**config.mk**
```make
export PLATFORM = sky130hd
export DESIGN_NAME = sal_bk_ctrl_flat
export DESIGN_NICKNAME = d
export VERILOG_FILES = /design/src/rtl/sal_bk_pkg.sv /design/src/rtl/sal_bk_ctrl_if.sv /design/src/rtl/sal_bk_ctrl_chk.sv /design/src/rtl/sal_bk_ctrl_timing_cntr.sv /design/src/rtl/sal_bk_ctrl.sv /design/src/flat_wrapper.sv
export SDC_FILE = /design/constraint.sdc
export NUM_CORES = 1
export LEC_CHECK = 0
export ABC_AREA = 1
export BUFFER_PORTS_ARGS = -buffer_cell sky130_fd_sc_hd__buf_4
export CAP_MARGIN = 10
export CORE_ASPECT_RATIO = 1.1
export CORE_MARGIN = 2
export CORE_UTILIZATION = 45
export DETAILED_ROUTE_END_ITERATION = 6
export HOLD_SLACK_MARGIN = 0.02
export PLACE_DENSITY = 0.69
export SYNTH_ARGS = -nofsm -noshare
export SYNTH_HDL_FRONTEND = slang
export SYNTH_SLANG_ARGS = --single-unit
export TNS_END_PERCENT = 50
```
**constraint.sdc**
```tcl
create_clock -name clk -period 2 [get_ports clk]
set_input_delay 0.3 -clock clk [delete_from_list [all_inputs] [get_ports clk]]
set_output_delay 0.3 -clock clk [all_outputs]
set_load 0.005 [all_outputs]
```
**src/rtl/sal_bk_pkg.sv**
```systemverilog
// Shared types and default widths for the per-bank DRAM controller.
package sal_bk_pkg;

    localparam int RA_W           = 16;
    localparam int CA_W           = 10;
    localparam int ID_W           = 4;
    localparam int LEN_W          = 4;
    localparam int TW_W           = 8;
    localparam int PAGE_TIMEOUT_D = 32;

    // Bank row state: CLOSED means precharged, OPEN means one row is active.
    typedef enum logic [0:0] {
        CLOSED = 1'b0,
        OPEN   = 1'b1
    } bk_state_e;

endpackage

```
**src/rtl/sal_bk_ctrl_if.sv**
```systemverilog
// Request / timing / scheduler-command bundle for one bank controller.
// slave  : the bank controller side.
// master : the request source + scheduler side.
interface sal_bk_ctrl_if
    import sal_bk_pkg::*;
#(
    parameter int RA_WIDTH  = RA_W,
    parameter int CA_WIDTH  = CA_W,
    parameter int ID_WIDTH  = ID_W,
    parameter int LEN_WIDTH = LEN_W,
    parameter int TW        = TW_W
) ();

    logic                 req_valid_i;
    logic                 req_wr_i;
    logic [RA_WIDTH-1:0]  req_ra_i;
    logic [CA_WIDTH-1:0]  req_ca_i;
    logic [ID_WIDTH-1:0]  req_id_i;
    logic [LEN_WIDTH-1:0] req_len_i;
    logic                 req_ready_o;

    logic                 ref_pend_i;
    logic                 ref_done_o;

    logic [TW-1:0]        t_rcd_m1_i;
    logic [TW-1:0]        t_ras_m1_i;
    logic [TW-1:0]        t_rp_m1_i;
    logic [TW-1:0]        t_rtp_m1_i;
    logic [TW-1:0]        t_wr_m1_i;
    logic [TW-1:0]        t_rfc_m1_i;

    logic                 act_req_o;
    logic                 rd_req_o;
    logic                 wr_req_o;
    logic                 pre_req_o;
    logic                 ref_req_o;
    logic [RA_WIDTH-1:0]  ra_o;
    logic [CA_WIDTH-1:0]  ca_o;
    logic [ID_WIDTH-1:0]  id_o;
    logic [LEN_WIDTH-1:0] len_o;

    logic                 act_gnt_i;
    logic                 rd_gnt_i;
    logic                 wr_gnt_i;
    logic                 pre_gnt_i;
    logic                 ref_gnt_i;

    modport slave (
        input  req_valid_i, req_wr_i, req_ra_i, req_ca_i, req_id_i, req_len_i,
        input  ref_pend_i,
        input  t_rcd_m1_i, t_ras_m1_i, t_rp_m1_i, t_rtp_m1_i, t_wr_m1_i, t_rfc_m1_i,
        input  act_gnt_i, rd_gnt_i, wr_gnt_i, pre_gnt_i, ref_gnt_i,
        output req_ready_o, ref_done_o,
        output act_req_o, rd_req_o, wr_req_o, pre_req_o, ref_req_o,
        output ra_o, ca_o, id_o, len_o
    );

    modport master (
        output req_valid_i, req_wr_i, req_ra_i, req_ca_i, req_id_i, req_len_i,
        output ref_pend_i,
        output t_rcd_m1_i, t_ras_m1_i, t_rp_m1_i, t_rtp_m1_i, t_wr_m1_i, t_rfc_m1_i,
        output act_gnt_i, rd_gnt_i, wr_gnt_i, pre_gnt_i, ref_gnt_i,
        input  req_ready_o, ref_done_o,
        input  act_req_o, rd_req_o, wr_req_o, pre_req_o, ref_req_o,
        input  ra_o, ca_o, id_o, len_o
    );

endinterface

```
**src/rtl/sal_bk_ctrl_chk.sv**
```systemverilog
// Protocol checker for the bank controller's scheduler port.
module sal_bk_ctrl_chk (
    input logic       clk,
    input logic       rst_n,
    input logic [4:0] i_req,
    input logic [4:0] i_gnt
);

    // The scheduler may return at most one grant per cycle.
    a_gnt_onehot0 : assert property (@(posedge clk) disable iff (!rst_n) $onehot0(i_gnt));

    // The controller raises at most one command request per cycle.
    a_req_onehot0 : assert property (@(posedge clk) disable iff (!rst_n) $onehot0(i_req));

endmodule

```
**src/rtl/sal_bk_ctrl_timing_cntr.sv**
```systemverilog
// sal_timing_cntr: load-on-event, saturating down-counter for one DRAM
// timing constraint. Loading m1 at event cycle c makes o_is_zero true
// again at cycle c+t.
module sal_timing_cntr #(
    parameter int TW = 8
) (
    input  logic          clk,
    input  logic          rst_n,
    input  logic          i_load,
    input  logic [TW-1:0] i_load_val,
    output logic          o_is_zero
);

    logic [TW-1:0] r_cnt;

    // Load on event, otherwise count down and hold at zero.
    always_ff @(posedge clk or negedge rst_n) begin
        if (!rst_n) begin
            r_cnt <= {TW{1'b0}};
        end else if (i_load) begin
            r_cnt <= i_load_val;
        end else if (r_cnt != {TW{1'b0}}) begin
            r_cnt <= r_cnt - TW'(1);
        end else begin
            r_cnt <= r_cnt;
        end
    end

    assign o_is_zero = (r_cnt == {TW{1'b0}});

endmodule

```
**src/rtl/sal_bk_ctrl.sv**
```systemverilog
// sal_bk_ctrl: per-bank DRAM controller. Tracks the open row and intra-bank
// timing and raises one of ACT/RD/WR/PRE/REF toward the scheduler.
// Optional idle-page auto-close is built when SAL_BK_PAGE_TIMEOUT_EN is
// defined; otherwise the bank follows an open-page policy.
module sal_bk_ctrl
    import sal_bk_pkg::*;
#(
    parameter int RA_WIDTH     = RA_W,
    parameter int CA_WIDTH     = CA_W,
    parameter int ID_WIDTH     = ID_W,
    parameter int LEN_WIDTH    = LEN_W,
    parameter int TW           = TW_W,
    parameter int PAGE_TIMEOUT = PAGE_TIMEOUT_D
) (
    input logic          clk,
    input logic          rst_n,
    sal_bk_ctrl_if.slave bus
);

    if (PAGE_TIMEOUT < 1) begin : g_bad_page_timeout
        $error("sal_bk_ctrl: PAGE_TIMEOUT must be at least 1");
    end

    bk_state_e            r_state;
    bk_state_e            w_state_nxt;
    logic [RA_WIDTH-1:0]  r_open_ra;

    logic w_rcd_met, w_ras_met, w_rp_met, w_rtp_met, w_wr_met, w_rfc_met;
    logic w_act_req, w_rd_req, w_wr_req, w_pre_req, w_ref_req;
    logic w_act_fire, w_rd_fire, w_wr_fire, w_pre_fire, w_ref_fire;
    logic w_hit, w_close_ok, w_idle_close;
    logic [RA_WIDTH-1:0]  w_ra;
    logic [CA_WIDTH-1:0]  w_ca;
    logic [ID_WIDTH-1:0]  w_id;
    logic [LEN_WIDTH-1:0] w_len;

    // ---------------- timing counters ----------------
    sal_timing_cntr #(.TW(TW)) u_rcd (.clk(clk), .rst_n(rst_n), .i_load(w_act_fire),
                                      .i_load_val(bus.t_rcd_m1_i), .o_is_zero(w_rcd_met));
    sal_timing_cntr #(.TW(TW)) u_ras (.clk(clk), .rst_n(rst_n), .i_load(w_act_fire),
                                      .i_load_val(bus.t_ras_m1_i), .o_is_zero(w_ras_met));
    sal_timing_cntr #(.TW(TW)) u_rp  (.clk(clk), .rst_n(rst_n), .i_load(w_pre_fire),
                                      .i_load_val(bus.t_rp_m1_i),  .o_is_zero(w_rp_met));
    sal_timing_cntr #(.TW(TW)) u_rtp (.clk(clk), .rst_n(rst_n), .i_load(w_rd_fire),
                                      .i_load_val(bus.t_rtp_m1_i), .o_is_zero(w_rtp_met));
    sal_timing_cntr #(.TW(TW)) u_wr  (.clk(clk), .rst_n(rst_n), .i_load(w_wr_fire),
                                      .i_load_val(bus.t_wr_m1_i),  .o_is_zero(w_wr_met));
    sal_timing_cntr #(.TW(TW)) u_rfc (.clk(clk), .rst_n(rst_n), .i_load(w_ref_fire),
                                      .i_load_val(bus.t_rfc_m1_i), .o_is_zero(w_rfc_met));

`ifdef SAL_BK_PAGE_TIMEOUT_EN
    localparam int IDLE_W = $clog2(PAGE_TIMEOUT + 1);
    logic [IDLE_W-1:0] r_idle_cnt;
    logic              w_any_gnt;

    assign w_any_gnt = bus.act_gnt_i | bus.rd_gnt_i | bus.wr_gnt_i | bus.pre_gnt_i | bus.ref_gnt_i;

    // Count idle cycles of an open page; any activity restarts the count.
    always_ff @(posedge clk or negedge rst_n) begin
        if (!rst_n) begin
            r_idle_cnt <= {IDLE_W{1'b0}};
        end else if ((r_state != OPEN) || bus.req_valid_i || w_any_gnt) begin
            r_idle_cnt <= {IDLE_W{1'b0}};
        end else if (r_idle_cnt != IDLE_W'(PAGE_TIMEOUT)) begin
            r_idle_cnt <= r_idle_cnt + IDLE_W'(1);
        end else begin
            r_idle_cnt <= r_idle_cnt;
        end
    end

    assign w_idle_close = (r_idle_cnt == IDLE_W'(PAGE_TIMEOUT));
`else
    assign w_idle_close = 1'b0;
`endif

    assign w_hit      = (bus.req_ra_i == r_open_ra);
    assign w_close_ok = w_ras_met & w_rtp_met & w_wr_met;

    // Command selection, grant qualification and next-state decode.
    // Everything is forced low while rst_n is asserted so the scheduler
    // sees an idle bank immediately.
    always_comb begin
        w_act_req   = 1'b0;
        w_rd_req    = 1'b0;
        w_wr_req    = 1'b0;
        w_pre_req   = 1'b0;
        w_ref_req   = 1'b0;
        w_ra        = {RA_WIDTH{1'b0}};
        w_ca        = {CA_WIDTH{1'b0}};
        w_id        = {ID_WIDTH{1'b0}};
        w_len       = {LEN_WIDTH{1'b0}};
        w_state_nxt = r_state;
        if (rst_n) begin
            case (r_state)
                CLOSED: begin
                    if (bus.ref_pend_i && w_rp_met && w_rfc_met) begin
                        w_ref_req = 1'b1;
                    end else if (bus.req_valid_i && w_rp_met && w_rfc_met) begin
                        w_act_req = 1'b1;
                        w_ra      = bus.req_ra_i;
                    end else begin
                        w_act_req = 1'b0;
                    end
                end
                OPEN: begin
                    if (bus.ref_pend_i) begin
                        // Close the page for refresh; new column commands wait.
                        w_pre_req = w_close_ok;
                    end else if (bus.req_valid_i && w_hit) begin
                        if (w_rcd_met) begin
                            w_wr_req = bus.req_wr_i;
                            w_rd_req = ~bus.req_wr_i;
                            w_ca     = bus.req_ca_i;
                            w_id     = bus.req_id_i;
                            w_len    = bus.req_len_i;
                        end else begin
                            w_rd_req = 1'b0;
                        end
                    end else if (bus.req_valid_i) begin
                        w_pre_req = w_close_ok;
                    end else begin
                        w_pre_req = w_idle_close & w_close_ok;
                    end
                end
                default: begin
                    w_state_nxt = CLOSED;
                end
            endcase
        end else begin
            w_state_nxt = CLOSED;
        end

        // Grants without their own request are ignored.
        w_act_fire = bus.act_gnt_i & w_act_req;
        w_rd_fire  = bus.rd_gnt_i  & w_rd_req;
        w_wr_fire  = bus.wr_gnt_i  & w_wr_req;
        w_pre_fire = bus.pre_gnt_i & w_pre_req;
        w_ref_fire = bus.ref_gnt_i & w_ref_req;

        if (w_act_fire) begin
            w_state_nxt = OPEN;
        end else if (w_pre_fire) begin
            w_state_nxt = CLOSED;
        end else begin
            w_state_nxt = w_state_nxt;
        end
    end

    // Bank state register.
    always_ff @(posedge clk or negedge rst_n) begin
        if (!rst_n) begin
            r_state <= CLOSED;
        end else begin
            r_state <= w_state_nxt;
        end
    end

    // Capture the activated row on the ACT grant.
    always_ff @(posedge clk or negedge rst_n) begin
        if (!rst_n) begin
            r_open_ra <= {RA_WIDTH{1'b0}};
        end else if (w_act_fire) begin
            r_open_ra <= bus.req_ra_i;
        end else begin
            r_open_ra <= r_open_ra;
        end
    end

    assign bus.act_req_o   = w_act_req;
    assign bus.rd_req_o    = w_rd_req;
    assign bus.wr_req_o    = w_wr_req;
    assign bus.pre_req_o   = w_pre_req;
    assign bus.ref_req_o   = w_ref_req;
    assign bus.ra_o        = w_ra;
    assign bus.ca_o        = w_ca;
    assign bus.id_o        = w_id;
    assign bus.len_o       = w_len;
    assign bus.req_ready_o = w_rd_fire | w_wr_fire;
    assign bus.ref_done_o  = w_ref_fire;

    sal_bk_ctrl_chk u_chk (
        .clk   (clk),
        .rst_n (rst_n),
        .i_req ({w_act_req, w_rd_req, w_wr_req, w_pre_req, w_ref_req}),
        .i_gnt ({bus.act_gnt_i, bus.rd_gnt_i, bus.wr_gnt_i, bus.pre_gnt_i, bus.ref_gnt_i})
    );

endmodule

```
**src/flat_wrapper.sv**
```systemverilog
// flat-port wrapper written by rule: the top's interface ports become plain ports
module sal_bk_ctrl_flat import sal_bk_pkg::*;
#(
    parameter int RA_WIDTH     = RA_W,
    parameter int CA_WIDTH     = CA_W,
    parameter int ID_WIDTH     = ID_W,
    parameter int LEN_WIDTH    = LEN_W,
    parameter int TW           = TW_W,
    parameter int PAGE_TIMEOUT = PAGE_TIMEOUT_D
)
  (clk, rst_n, bus_req_valid_i, bus_req_wr_i, bus_req_ra_i, bus_req_ca_i, bus_req_id_i, bus_req_len_i, bus_ref_pend_i, bus_t_rcd_m1_i, bus_t_ras_m1_i, bus_t_rp_m1_i, bus_t_rtp_m1_i, bus_t_wr_m1_i, bus_t_rfc_m1_i, bus_act_gnt_i, bus_rd_gnt_i, bus_wr_gnt_i, bus_pre_gnt_i, bus_ref_gnt_i, bus_req_ready_o, bus_ref_done_o, bus_act_req_o, bus_rd_req_o, bus_wr_req_o, bus_pre_req_o, bus_ref_req_o, bus_ra_o, bus_ca_o, bus_id_o, bus_len_o);
  sal_bk_ctrl_if #(.RA_WIDTH(RA_WIDTH), .CA_WIDTH(CA_WIDTH), .ID_WIDTH(ID_WIDTH), .LEN_WIDTH(LEN_WIDTH), .TW(TW)) bus_i ();
  input logic clk;
  input logic rst_n;
  input wire logic [$bits(bus_i.req_valid_i)-1:0] bus_req_valid_i;
  input wire logic [$bits(bus_i.req_wr_i)-1:0] bus_req_wr_i;
  input wire logic [$bits(bus_i.req_ra_i)-1:0] bus_req_ra_i;
  input wire logic [$bits(bus_i.req_ca_i)-1:0] bus_req_ca_i;
  input wire logic [$bits(bus_i.req_id_i)-1:0] bus_req_id_i;
  input wire logic [$bits(bus_i.req_len_i)-1:0] bus_req_len_i;
  input wire logic [$bits(bus_i.ref_pend_i)-1:0] bus_ref_pend_i;
  input wire logic [$bits(bus_i.t_rcd_m1_i)-1:0] bus_t_rcd_m1_i;
  input wire logic [$bits(bus_i.t_ras_m1_i)-1:0] bus_t_ras_m1_i;
  input wire logic [$bits(bus_i.t_rp_m1_i)-1:0] bus_t_rp_m1_i;
  input wire logic [$bits(bus_i.t_rtp_m1_i)-1:0] bus_t_rtp_m1_i;
  input wire logic [$bits(bus_i.t_wr_m1_i)-1:0] bus_t_wr_m1_i;
  input wire logic [$bits(bus_i.t_rfc_m1_i)-1:0] bus_t_rfc_m1_i;
  input wire logic [$bits(bus_i.act_gnt_i)-1:0] bus_act_gnt_i;
  input wire logic [$bits(bus_i.rd_gnt_i)-1:0] bus_rd_gnt_i;
  input wire logic [$bits(bus_i.wr_gnt_i)-1:0] bus_wr_gnt_i;
  input wire logic [$bits(bus_i.pre_gnt_i)-1:0] bus_pre_gnt_i;
  input wire logic [$bits(bus_i.ref_gnt_i)-1:0] bus_ref_gnt_i;
  output wire logic [$bits(bus_i.req_ready_o)-1:0] bus_req_ready_o;
  output wire logic [$bits(bus_i.ref_done_o)-1:0] bus_ref_done_o;
  output wire logic [$bits(bus_i.act_req_o)-1:0] bus_act_req_o;
  output wire logic [$bits(bus_i.rd_req_o)-1:0] bus_rd_req_o;
  output wire logic [$bits(bus_i.wr_req_o)-1:0] bus_wr_req_o;
  output wire logic [$bits(bus_i.pre_req_o)-1:0] bus_pre_req_o;
  output wire logic [$bits(bus_i.ref_req_o)-1:0] bus_ref_req_o;
  output wire logic [$bits(bus_i.ra_o)-1:0] bus_ra_o;
  output wire logic [$bits(bus_i.ca_o)-1:0] bus_ca_o;
  output wire logic [$bits(bus_i.id_o)-1:0] bus_id_o;
  output wire logic [$bits(bus_i.len_o)-1:0] bus_len_o;
  assign bus_i.req_valid_i = bus_req_valid_i;
  assign bus_i.req_wr_i = bus_req_wr_i;
  assign bus_i.req_ra_i = bus_req_ra_i;
  assign bus_i.req_ca_i = bus_req_ca_i;
  assign bus_i.req_id_i = bus_req_id_i;
  assign bus_i.req_len_i = bus_req_len_i;
  assign bus_i.ref_pend_i = bus_ref_pend_i;
  assign bus_i.t_rcd_m1_i = bus_t_rcd_m1_i;
  assign bus_i.t_ras_m1_i = bus_t_ras_m1_i;
  assign bus_i.t_rp_m1_i = bus_t_rp_m1_i;
  assign bus_i.t_rtp_m1_i = bus_t_rtp_m1_i;
  assign bus_i.t_wr_m1_i = bus_t_wr_m1_i;
  assign bus_i.t_rfc_m1_i = bus_t_rfc_m1_i;
  assign bus_i.act_gnt_i = bus_act_gnt_i;
  assign bus_i.rd_gnt_i = bus_rd_gnt_i;
  assign bus_i.wr_gnt_i = bus_wr_gnt_i;
  assign bus_i.pre_gnt_i = bus_pre_gnt_i;
  assign bus_i.ref_gnt_i = bus_ref_gnt_i;
  assign bus_req_ready_o = bus_i.req_ready_o;
  assign bus_ref_done_o = bus_i.ref_done_o;
  assign bus_act_req_o = bus_i.act_req_o;
  assign bus_rd_req_o = bus_i.rd_req_o;
  assign bus_wr_req_o = bus_i.wr_req_o;
  assign bus_pre_req_o = bus_i.pre_req_o;
  assign bus_ref_req_o = bus_i.ref_req_o;
  assign bus_ra_o = bus_i.ra_o;
  assign bus_ca_o = bus_i.ca_o;
  assign bus_id_o = bus_i.id_o;
  assign bus_len_o = bus_i.len_o;
  sal_bk_ctrl #(.RA_WIDTH(RA_WIDTH), .CA_WIDTH(CA_WIDTH), .ID_WIDTH(ID_WIDTH), .LEN_WIDTH(LEN_WIDTH), .TW(TW), .PAGE_TIMEOUT(PAGE_TIMEOUT)) u_core (.clk(clk), .rst_n(rst_n), .bus(bus_i));
endmodule
```
Word-level counts from Yosys, hierarchy flattened. Cells that the tools add are included.

Register bits after elaboration: 65. Latch bits: 0. RAM bits: 0. Memory bits (read-only): 0. Input port bits: 92. Logic and storage cells: 104. Memories: 0.

Add/subtract/negate cells: 6. Multiply operators: 0. Div/mod/pow operators: 0. Magnitude comparators: 0. Eq/ne operators: 2. Shift operators: 0. Mux-type cells: 56. Bitwise gates (word level): 9. Reductions and logical operators: 23.

Operators with widths (number): two-way mux 8 bit (12); two-way mux 16 bit (4); two-way mux 10 bit (5); logical NOT 8 bit (6); nonzero test 8 bit (6); subtractor 8 x 1 -> 8 bit (second input constant) (6); two-way mux 4 bit (10); two-way mux 1 bit (25); equality test 16 bit (1); nonzero test 2 bit (6); AND 1 bit (7); logical AND 1 bit (5); != test 3 x 1 -> 1 bit (second input constant) (1); inverter 1 bit (1); bitwise OR 1 bit (1).

Depth between registers and ports, before layout. Gate-level depths: netlist of run 1.

Word-level depth: 11. Depth in mapped cells: 13. Depth with buffers taken out: 13.

Hierarchy. Synthesis of run 1 repeated with hierarchy kept, for this count alone.

Cell total of the unflattened synthesis: 680. Area, all modules: 4745.8 um2.

Modules (own cells, without submodules): sal_timing_cntr at u_core.u_rcd ... (instances 5, cells an instance 71, area an instance 531.8 um2, seq. area each 200.2 um2); sal_bk_ctrl (instances 1, cells an instance 254, area an instance 1574.0 um2, seq. area each 425.4 um2); sal_timing_cntr at u_core.u_ras (instances 1, cells an instance 71, area an instance 513.0 um2, seq. area each 200.2 um2).

Worst setup path before layout of run 1. No wires, ideal clock.

Path type: register to output. Start: register u_core.u_rcd.r_cnt[0]. End: output bus_ca_o[0]. Arrival: 1.575 ns. Setup slack: 0.125 ns. Stages on the path, launching flop included: 10. Buffers on the path: 2. Cell sequence: dfrtp_1 -> inv_1 -> ha_1 -> nor3b_1 -> nand2_1 -> nor3_2 -> buf_4 -> buf_2 -> nand2_1 -> nor2_1.

Cells in the longest elaborated chain, start to end: 6.

RTL lines: from (decl) (line sal_bk_ctrl_timing_cntr.sv:14) `logic [TW-1:0] r_cnt;`; from (signal assigned) (line sal_bk_ctrl_timing_cntr.sv:19) `r_cnt <= {TW{1'b0}};`; from (signal assigned) (line sal_bk_ctrl_timing_cntr.sv:21) `r_cnt <= i_load_val;`; from (signal assigned) (line sal_bk_ctrl_timing_cntr.sv:23) `r_cnt <= r_cnt - TW'(1);`; logical NOT 8 bit (line sal_bk_ctrl_timing_cntr.sv:29) `assign o_is_zero = (r_cnt == {TW{1'b0}});`; two-way mux 10 bit (line sal_bk_ctrl.sv:110) `if (w_rcd_met) begin`; two-way mux 10 bit (line sal_bk_ctrl.sv:109) `end else if (bus.req_valid_i && w_hit) begin`; two-way mux 10 bit (line sal_bk_ctrl.sv:106) `if (bus.ref_pend_i) begin`; two-way mux 10 bit (line sal_bk_ctrl.sv:94) `case (r_state)`; two-way mux 10 bit (line sal_bk_ctrl.sv:93) `if (rst_n) begin`; to (decl) (line flat_wrapper.sv:41) `output wire logic [$bits(bus_i.ca_o)-1:0] bus_ca_o;`.

No other way between the ends.

Worst setup path in the final report of run 1.
Start: register u_core.u_rp.r_cnt[0]. End: output bus_ra_o[2].

Cells in the longest elaborated chain, start to end: 7. Elaborated cells between the ends (all ways): 9. Those cells by class: mux: 4; reduce/logical: 5.

RTL lines: from (decl) (line sal_bk_ctrl_timing_cntr.sv:14); from (signal assigned) (line sal_bk_ctrl_timing_cntr.sv:19); from (signal assigned) (line sal_bk_ctrl_timing_cntr.sv:21); from (signal assigned) (line sal_bk_ctrl_timing_cntr.sv:23); logical NOT 8 bit * (line sal_bk_ctrl_timing_cntr.sv:29); logical AND 1 bit (2 in a row) (line sal_bk_ctrl.sv:98) `end else if (bus.req_valid_i && w_rp_met && w_rfc_met) begin`; two-way mux 16 bit (line sal_bk_ctrl.sv:98); two-way mux 16 bit * (line sal_bk_ctrl.sv:96) `if (bus.ref_pend_i && w_rp_met && w_rfc_met) begin`; two-way mux 16 bit * (line sal_bk_ctrl.sv:94); two-way mux 16 bit * (line sal_bk_ctrl.sv:93); to (decl) (line flat_wrapper.sv:40) `output wire logic [$bits(bus_i.ra_o)-1:0] bus_ra_o;`.

Every way passes the cells marked *; elsewhere a longest branch is shown, timed or not.

==> Flow_metrics.wiki, run 1 <==
{| class="wikitable"
! Metric !! Value
|-
| Row Count || 38
|-
| Multi-input combinational cell area || 2660 um^2
|-
| Total number of clock tree sinks || 65
|-
| Max Slew Vio Count || 0
|-
| Post-synth cell types || 42
|-
| Vias per inst || 4.91
|-
| Syn-to-layout area delta || 44.7%
|-
| Number of H-tree levels || 3
|-
| Leading cell type in the layout, fill and taps excluded || sky130_fd_sc_hd__buf_4
|-
| Die extent in x || 98.8 um
|-
| Post-synthesis average cell area || 7.14 um^2
|-
| Unrepaired setup endpoints after global routing || true
|-
| Final worst slack || -238 ps
|-
| Worst hold path class || in -> reg
|-
| Crit path max fanout || 16
|-
| Tot GR Track Use || 0.230
|-
| Number of buffers created by CTS || 9
|-
| Sequential-to-total area share from yosys stat || 0.366
|-
| Vias post-DR || 4,560
|-
| Outcome || complete, but fails checks
|-
| I/O pin count || 133
|-
| Critical path data required time || 1700 ps
|-
| Dpl ws || -32.5 ps
|-
| Number of global-route vias before repair || 4,385
|-
| Endpoints failing setup || 41
|-
| Placed standard-cell area || 5670 um^2
|-
| Initial DRC Count || 184
|-
| DR DRC count || 0
|-
| Number of synthesized register bits || 65
|-
| Reg2reg path depth || 12
|-
| Effective utilization at floorplan || 0.456
|-
| Post-Route Skew || 10.0 ps
|-
| Clock-pin slew on the worst setup and hold paths || 70 ps
|-
| Clock tree from TritonCTS || built
|-
| Non-filler cells, final || 928
|-
| Synth Warn # || 0
|-
| GR Overflow Total || 0
|-
| Max Freq || 0.447 GHz
|-
| Hold-critical path endpoint || u_core.u_rtp.r_cnt[2]
|-
| Pin slew with the least headroom to its limit || 716 ps
|-
| Drt wl/cell || 13.1 um
|-
| Setup crit start kind || flop
|-
| Hold Path Origin || bus_t_rtp_m1_i[2]
|-
| Max_cap viols || 0
|-
| Fin. Hold Viols || 0
|-
| Gpl congestion || 0.926
|-
| Maximum buffer depth of the clock tree || 2
|-
| Initial antenna violation count || 0
|-
| Most used flip-flop cell after synthesis || sky130_fd_sc_hd__dfrtp_1
|-
| Area used by sequential logic in the layout || 1630 um^2
|-
| DR pass1 iterations || 4
|-
| Category of the worst setup path capture point || primary output
|-
| Final design area excluding fillers || 6440 um^2
|-
| Beginning of the worst register-to-register path || u_core.u_rcd.r_cnt[0]
|-
| Post-synthesis instance area || 4450 um^2
|-
| Synth Instances || 623
|-
| Worst Hold Depth || 3
|-
| Buffers on Ports || 132
|-
| Power per unit of standard cell area || 439 nW/um^2
|-
| Post-synth EDFFs || 0
|-
| Antenna-violating nets left || 0
|-
| Critical-path top delay cell || sky130_fd_sc_hd__dfrtp_1
|-
| Critical path data arrival time || 1940 ps
|-
| Failing checks || setup timing
|-
| Skew-Pair Late Insertion Delay || 350 ps
|-
| Cells after DPL || 884
|-
| Reg-to-Reg End || u_core.u_wr.r_cnt[7]
|-
| Post-synth net total || 727
|-
| Area of the placeable core || 9750 um^2
|-
| Area enclosed by the die boundary || 10,700 um^2
|-
| Antenna diode instance count || 0
|-
| List of cells traversed by the critical path || inv_2, ha_4, nand3_4, nor2_4, nand3_4, nor2_4, clkinvlp_4, buf_12, nor2_2, buf_4
|-
| Setup slack on the worst flop-to-flop path || 90 ps
|-
| Highest cell delay on the worst timing path || 390 ps
|-
| Tightest slew margin relative to the limit || 0.523
|-
| Filler cells || 824
|-
| Half-perimeter wire length of the detailed placement result || 8.75 mm
|-
| Static leakage || 3.32 nW
|-
| Final WL || 12.1 mm
|-
| Wire length of the first global-routing pass || 19.9 mm
|-
| Synth async-reset ratio || 1.00
|-
| Net count, final || 908
|-
| Leading cell types in the layout, fill and taps excluded || sky130_fd_sc_hd__buf_4 (171), sky130_fd_sc_hd__nand2_1 (157), sky130_fd_sc_hd__inv_1 (78)
|-
| Post-route minimum period || 2240 ps
|-
| Fraction of final layout cells with drive strength greater than 1 || 0.375
|-
| Overall die height || 108 um
|-
| Crit path kind || reg -> out
|-
| Final worst path period share || 1.12
|-
| Clock Tree Root || sky130_fd_sc_hd__clkbuf_8
|-
| Pin count of the biggest net entering global routing || 55
|-
| Largest vdd supply drop || 292 uV
|}
==> registers in the layout, summed over array words and instances, names as in the netlist <==
register	flops
u_core.r_open_ra	16
u_core.r_state	1
u_core.u_ras.r_cnt	8
u_core.u_rcd.r_cnt	8
u_core.u_rfc.r_cnt	8
u_core.u_rp.r_cnt	8
u_core.u_rtp.r_cnt	8
u_core.u_wr.r_cnt	8
==> final cells by class <==
| type | count | area share |
|---|---|---|
| multi-input combinational | 451 | 0.413 |
| sequential | 65 | 0.253 |
| timing repair buffer | 183 | 0.222 |
| inverter | 94 | 0.0564 |
| tap | 120 | 0.0233 |
| clock buffer | 12 | 0.0226 |
| clock inverter | 3 | 0.0101 |
==> cell usage after synthesis (7+ instances only) <==
| master | n | area [um^2] |
|---|---|---|
| sky130_fd_sc_hd__a21oi_1 | 10 | 50.1 |
| sky130_fd_sc_hd__dfrtp_1 | 65 | 1630 |
| sky130_fd_sc_hd__ha_1 | 12 | 150 |
| sky130_fd_sc_hd__inv_1 | 88 | 330 |
| sky130_fd_sc_hd__nand2_1 | 167 | 627 |
| sky130_fd_sc_hd__nand3_1 | 25 | 125 |
| sky130_fd_sc_hd__nand4_1 | 10 | 62.6 |
| sky130_fd_sc_hd__nor2_1 | 81 | 304 |
| sky130_fd_sc_hd__nor2_2 | 9 | 56.3 |
| sky130_fd_sc_hd__nor3_1 | 11 | 55.1 |
| sky130_fd_sc_hd__o21ai_0 | 38 | 190 |
| sky130_fd_sc_hd__o21ai_1 | 7 | 35.0 |
| sky130_fd_sc_hd__xnor2_1 | 12 | 105 |
| sky130_fd_sc_hd__xor2_1 | 20 | 175 |
==> worst max-delay path, delay by kind of cell (launching register included) <==
family,cells,cell delay (ps)
fa+ha+maj,1,150
buf+inv,4,470
simple gates,5,580
flops,1,390
==> routing by layer <==
| layer | wire length [um] | GRT usage |
|---|---|---|
| met1 | 5190 | 0.296 |
| met2 | 6180 | 0.391 |
| met3 | 591 | 0.0498 |
| met4 | 178 | 0.0626 |
| met5 | 0 | 0 |
==> kinds of logic after synthesis <==
kind of cell	synth area share
simple gates	0.342
buf+inv	0.0990
compound gates	0.0970
flops	0.366
xor+xnor	0.0630
fa+ha+maj	0.0337
==> worst max path at each step <==
stage                          startpoint               to  slack, ps  depth (start not counted)
floorplan           u_core.u_rcd.r_cnt[0]      bus_ca_o[0]        120                          9
global placement    u_core.u_rcd.r_cnt[0]      bus_ca_o[5]         20                          9
global route          u_core.r_open_ra[3]      bus_ca_o[5]       -380                         11
detailed placement   u_core.u_rp.r_cnt[0]      bus_ra_o[2]        -30                          9
CTS                 u_core.u_rcd.r_cnt[0]  bus_req_ready_o       -320                         10
finish               u_core.u_rp.r_cnt[0]      bus_ra_o[2]       -240                         10
==> metrics by stage <==
| step | total power, W | hold slack (ps) | util | TNS, ps |
|---|---|---|---|---|
| 4_1_cts | 0.00285 | 126 | 0.636 | -11170 |
| 3_3_place_gp | 0.00159 | 296 | 0.582 | 0 |
| 3_5_place_dp | 0.00159 | 298 | 0.582 | -117 |
| 6_report | 0.00283 | 146 | 0.660 | -7760 |
| 2_1_floorplan | 0.00139 | 4.41 | - | 0 |
| 5_1_grt | 0.00296 | 133 | 0.660 | -13900 |
==> power breakdown <==
part / leakage (nW) / total [W] / switching, W / internal (W)
sequential: 0.856 / 0.00131 / 0 / 0.00131
clock: 0.106 / 0.00125 / 0.000517 / 0.000729
combinational: 2.36 / 0.000267 / 0.000126 / 0.000141
total: 3.32 / 0.00283 / 0.000643 / 0.00218
==> timing repair <==
| item | CTS | global route |
|---|---|---|
| setup buffers | 21 | 14 |
| setup endpoints to repair | 41 | 93 |
| hold buffers | 1 | 0 |
| hold endpoints to repair | 11 | 0 |
| gates resized for setup | 39 | 55 |
| pin swaps | 33 | 21 |
No activity file was read; power rests on OpenSTA's default activity.
==> run 2: changes to the inputs <==
==> constraint.sdc (replaced) <==
create_clock -name clk -period 2 [get_ports clk]
set_input_delay 0.3 -clock clk [delete_from_list [all_inputs] [get_ports clk]]
set_output_delay 0.3 -clock clk [all_outputs]
set_load 0.01 [all_outputs]
==> run 2 against run 1 <==
The flow still finishes with violations (setup timing); first-iteration DRC count shrank 0.54%; routed wire length grew 2.8%; final cell count grew 0.54%; sequential cell count is the same; register-to-register slack lost 20 ps; critical endpoint is now bus_ra_o[13].
==> Flow_metrics.wiki, run 2 (synthesis results as in run 1) <==
{| class="wikitable"
! Metric !! Value
|-
| Outcome || complete, but fails checks
|-
| Failing checks || setup timing
|-
| Hold Path Origin || bus_t_wr_m1_i[5]
|-
| Clock tree from TritonCTS || built
|-
| Dpl ws || -10.9 ps
|-
| Fraction of final layout cells with drive strength greater than 1 || 0.381
|-
| Clock Power Share || 0.481
|-
| Largest vdd supply drop || 320 uV
|-
| Post-Route Skew || 7.05 ps
|-
| Syn-to-layout area delta || 49.6%
|-
| Vias post-DR || 4,637
|-
| Antenna-violating nets left || 0
|-
| Half-perimeter wire length of the detailed placement result || 8.74 mm
|-
| Overall die height || 108 um
|-
| Clock Tree Root || sky130_fd_sc_hd__clkbuf_8
|-
| Combinational share of power || 0.090
|-
| Leading cell type in the layout, fill and taps excluded || sky130_fd_sc_hd__nand2_1
|-
| Effective utilization at floorplan || 0.456
|-
| Hold-critical path endpoint || u_core.u_wr.r_cnt[5]
|-
| Skew-Pair Late Insertion Delay || 360 ps
|-
| DR pass1 iterations || 5
|-
| Row Count || 38
|-
| Pin slew with the least headroom to its limit || 750 ps
|-
| DR DRC count || 0
|-
| Gpl congestion || 0.848
|-
| GR Overflow Total || 0
|-
| Vias per inst || 4.97
|-
| Max Slew Vio Count || 0
|-
| Max FFs per register || 16
|-
| Area of the placeable core || 9750 um^2
|-
| Antenna diode instance count || 0
|-
| Number of buffers created by CTS || 9
|-
| Max_cap viols || 0
|-
| Wire length of the first global-routing pass || 19.3 mm
|-
| Critical path data arrival time || 2070 ps
|-
| Crit path max fanout || 8
|-
| Leading cell types in the layout, fill and taps excluded || sky130_fd_sc_hd__nand2_1 (160), sky130_fd_sc_hd__buf_4 (156), sky130_fd_sc_hd__inv_1 (81)
|-
| Part of the total power dissipated in sequential elements || 0.429
|-
| Setup slack on the worst flop-to-flop path || 70 ps
|-
| Internal power || 0.00239 W
|-
| Unrepaired setup endpoints after global routing || true
|-
| Total number of clock tree sinks || 65
|-
| Final worst path period share || 1.18
|-
| Worst Hold Depth || 3
|-
| Pin count of the biggest net entering global routing || 58
|-
| Switch share || 0.220
|-
| Fin. Hold Viols || 0
|-
| Clock-pin slew on the worst setup and hold paths || 70 ps
|-
| Drt wl/cell || 13.4 um
|-
| Max Freq || 0.422 GHz
|-
| Reg-to-Reg End || u_core.u_rfc.r_cnt[7]
|-
| Area enclosed by the die boundary || 10,700 um^2
|-
| Static leakage || 3.38 nW
|-
| Worst hold path class || in -> reg
|-
| Category of the worst setup path capture point || primary output
|-
| Final WL || 12.5 mm
|-
| Number of global-route vias before repair || 4,362
|-
| Critical path data required time || 1700 ps
|-
| Buffers on Ports || 132
|-
| Non-filler cells, final || 933
|-
| Initial DRC Count || 183
|-
| Die extent in x || 98.8 um
|-
| Maximum buffer depth of the clock tree || 2
|-
| Net count, final || 912
|-
| Cells after DPL || 888
|-
| Reg2reg path depth || 13
|-
| Top register by number of flip-flops || u_core.r_open_ra
|-
| Crit path kind || reg -> out
|-
| Initial antenna violation count || 0
|-
| Endpoints failing setup || 41
|-
| Beginning of the worst register-to-register path || u_core.u_rp.r_cnt[1]
|-
| I/O pin count || 133
|-
| Setup crit start kind || flop
|-
| Power per unit of standard cell area || 460 nW/um^2
|-
| Tightest slew margin relative to the limit || 0.500
|-
| Switching power || 0.000673 W
|-
| Final worst slack || -368 ps
|-
| Post-route minimum period || 2370 ps
|-
| Number of H-tree levels || 3
|-
| Tot GR Track Use || 0.222
|}
## run 2: worst max-delay path by stage
stage / startpoint / depth (start not counted) / slack, ps / to
6_report: u_core.u_rfc.r_cnt[0] / 10 / -370 / bus_ra_o[13]
5_1_grt: u_core.u_rfc.r_cnt[3] / 9 / -460 / bus_ra_o[8]
4_1_cts: u_core.u_rcd.r_cnt[0] / 10 / -330 / bus_req_ready_o
3_5_place_dp: u_core.u_rp.r_cnt[0] / 9 / -10 / bus_ra_o[0]
3_3_place_gp: u_core.u_rp.r_cnt[0] / 9 / 40 / bus_ra_o[12]
2_1_floorplan: u_core.u_rcd.r_cnt[0] / 9 / 60 / bus_ca_o[0]
## run 2: layout make-up
class / instances / area (um^2)
fillers: 799 / 3090
multi-input cells: 451 / 2700
flip-flops and latches: 65 / 1630
repair buffers: 187 / 1550
inverters: 94 / 360
clock buffers: 12 / 165
well taps: 120 / 150
clock inverters: 4 / 97.6
## run 2: worst max-delay path, cell delays in order (launching register included)
cell and delay, ps:
sky130_fd_sc_hd__dfrtp_1 400, sky130_fd_sc_hd__inv_2 70, sky130_fd_sc_hd__ha_1 160, sky130_fd_sc_hd__nand2_2 70, sky130_fd_sc_hd__nor2_4 130, sky130_fd_sc_hd__nand3_2 120
sky130_fd_sc_hd__nor2_4 150, sky130_fd_sc_hd__clkinvlp_4 170, sky130_fd_sc_hd__clkbuf_16 220, sky130_fd_sc_hd__nor2_4 90, sky130_fd_sc_hd__buf_6 100
## run 2: power groups by stage
stage	Combinational, W	Sequential [W]	Clock [W]
global route	0.000301	0.00131	0.00155
finish	0.000274	0.00131	0.00147
global placement	0.000248	0.00134	0
detailed placement	0.000250	0.00134	0
floorplan	0.0000516	0.00134	0
CTS	0.000258	0.00131	0.00149
## run 2: layer usage
| layer | vias to the layer above | routed length (um) | global-route usage |
|---|---|---|---|
| met5 | - | 0 | 0 |
| met4 | 0 | 303 | 0.0802 |
| met3 | 25 | 647 | 0.0407 |
| met2 | 137 | 6350 | 0.382 |
| met1 | 2156 | 5180 | 0.278 |
| li1 | 2319 | - | - |
## run 2: metrics by stage
stage	cell area, um^2	power (W)	setup TNS (ps)	hold WS, ps	util
global placement	5710	0.00159	0	284	0.586
finish	6650	0.00306	-11050	125	0.683
detailed placement	5710	0.00159	-21.8	283	0.586
floorplan	4450	0.00139	0	4.41	-
global route	6650	0.00316	-16090	136	0.683
CTS	6230	0.00306	-10070	126	0.639
## run 2: timing repair
| item | 4_1_cts | 5_1_grt |
|---|---|---|
| endpoints found under the hold margin | 8 | 0 |
| resized for setup | 34 | 85 |
| pin swaps | 28 | 18 |
| hold buffers | 1 | 0 |
| setup buffers | 17 | 16 |
| setup endpoints to repair | 41 | 88 |
| gates cloned | 0 | 1 |
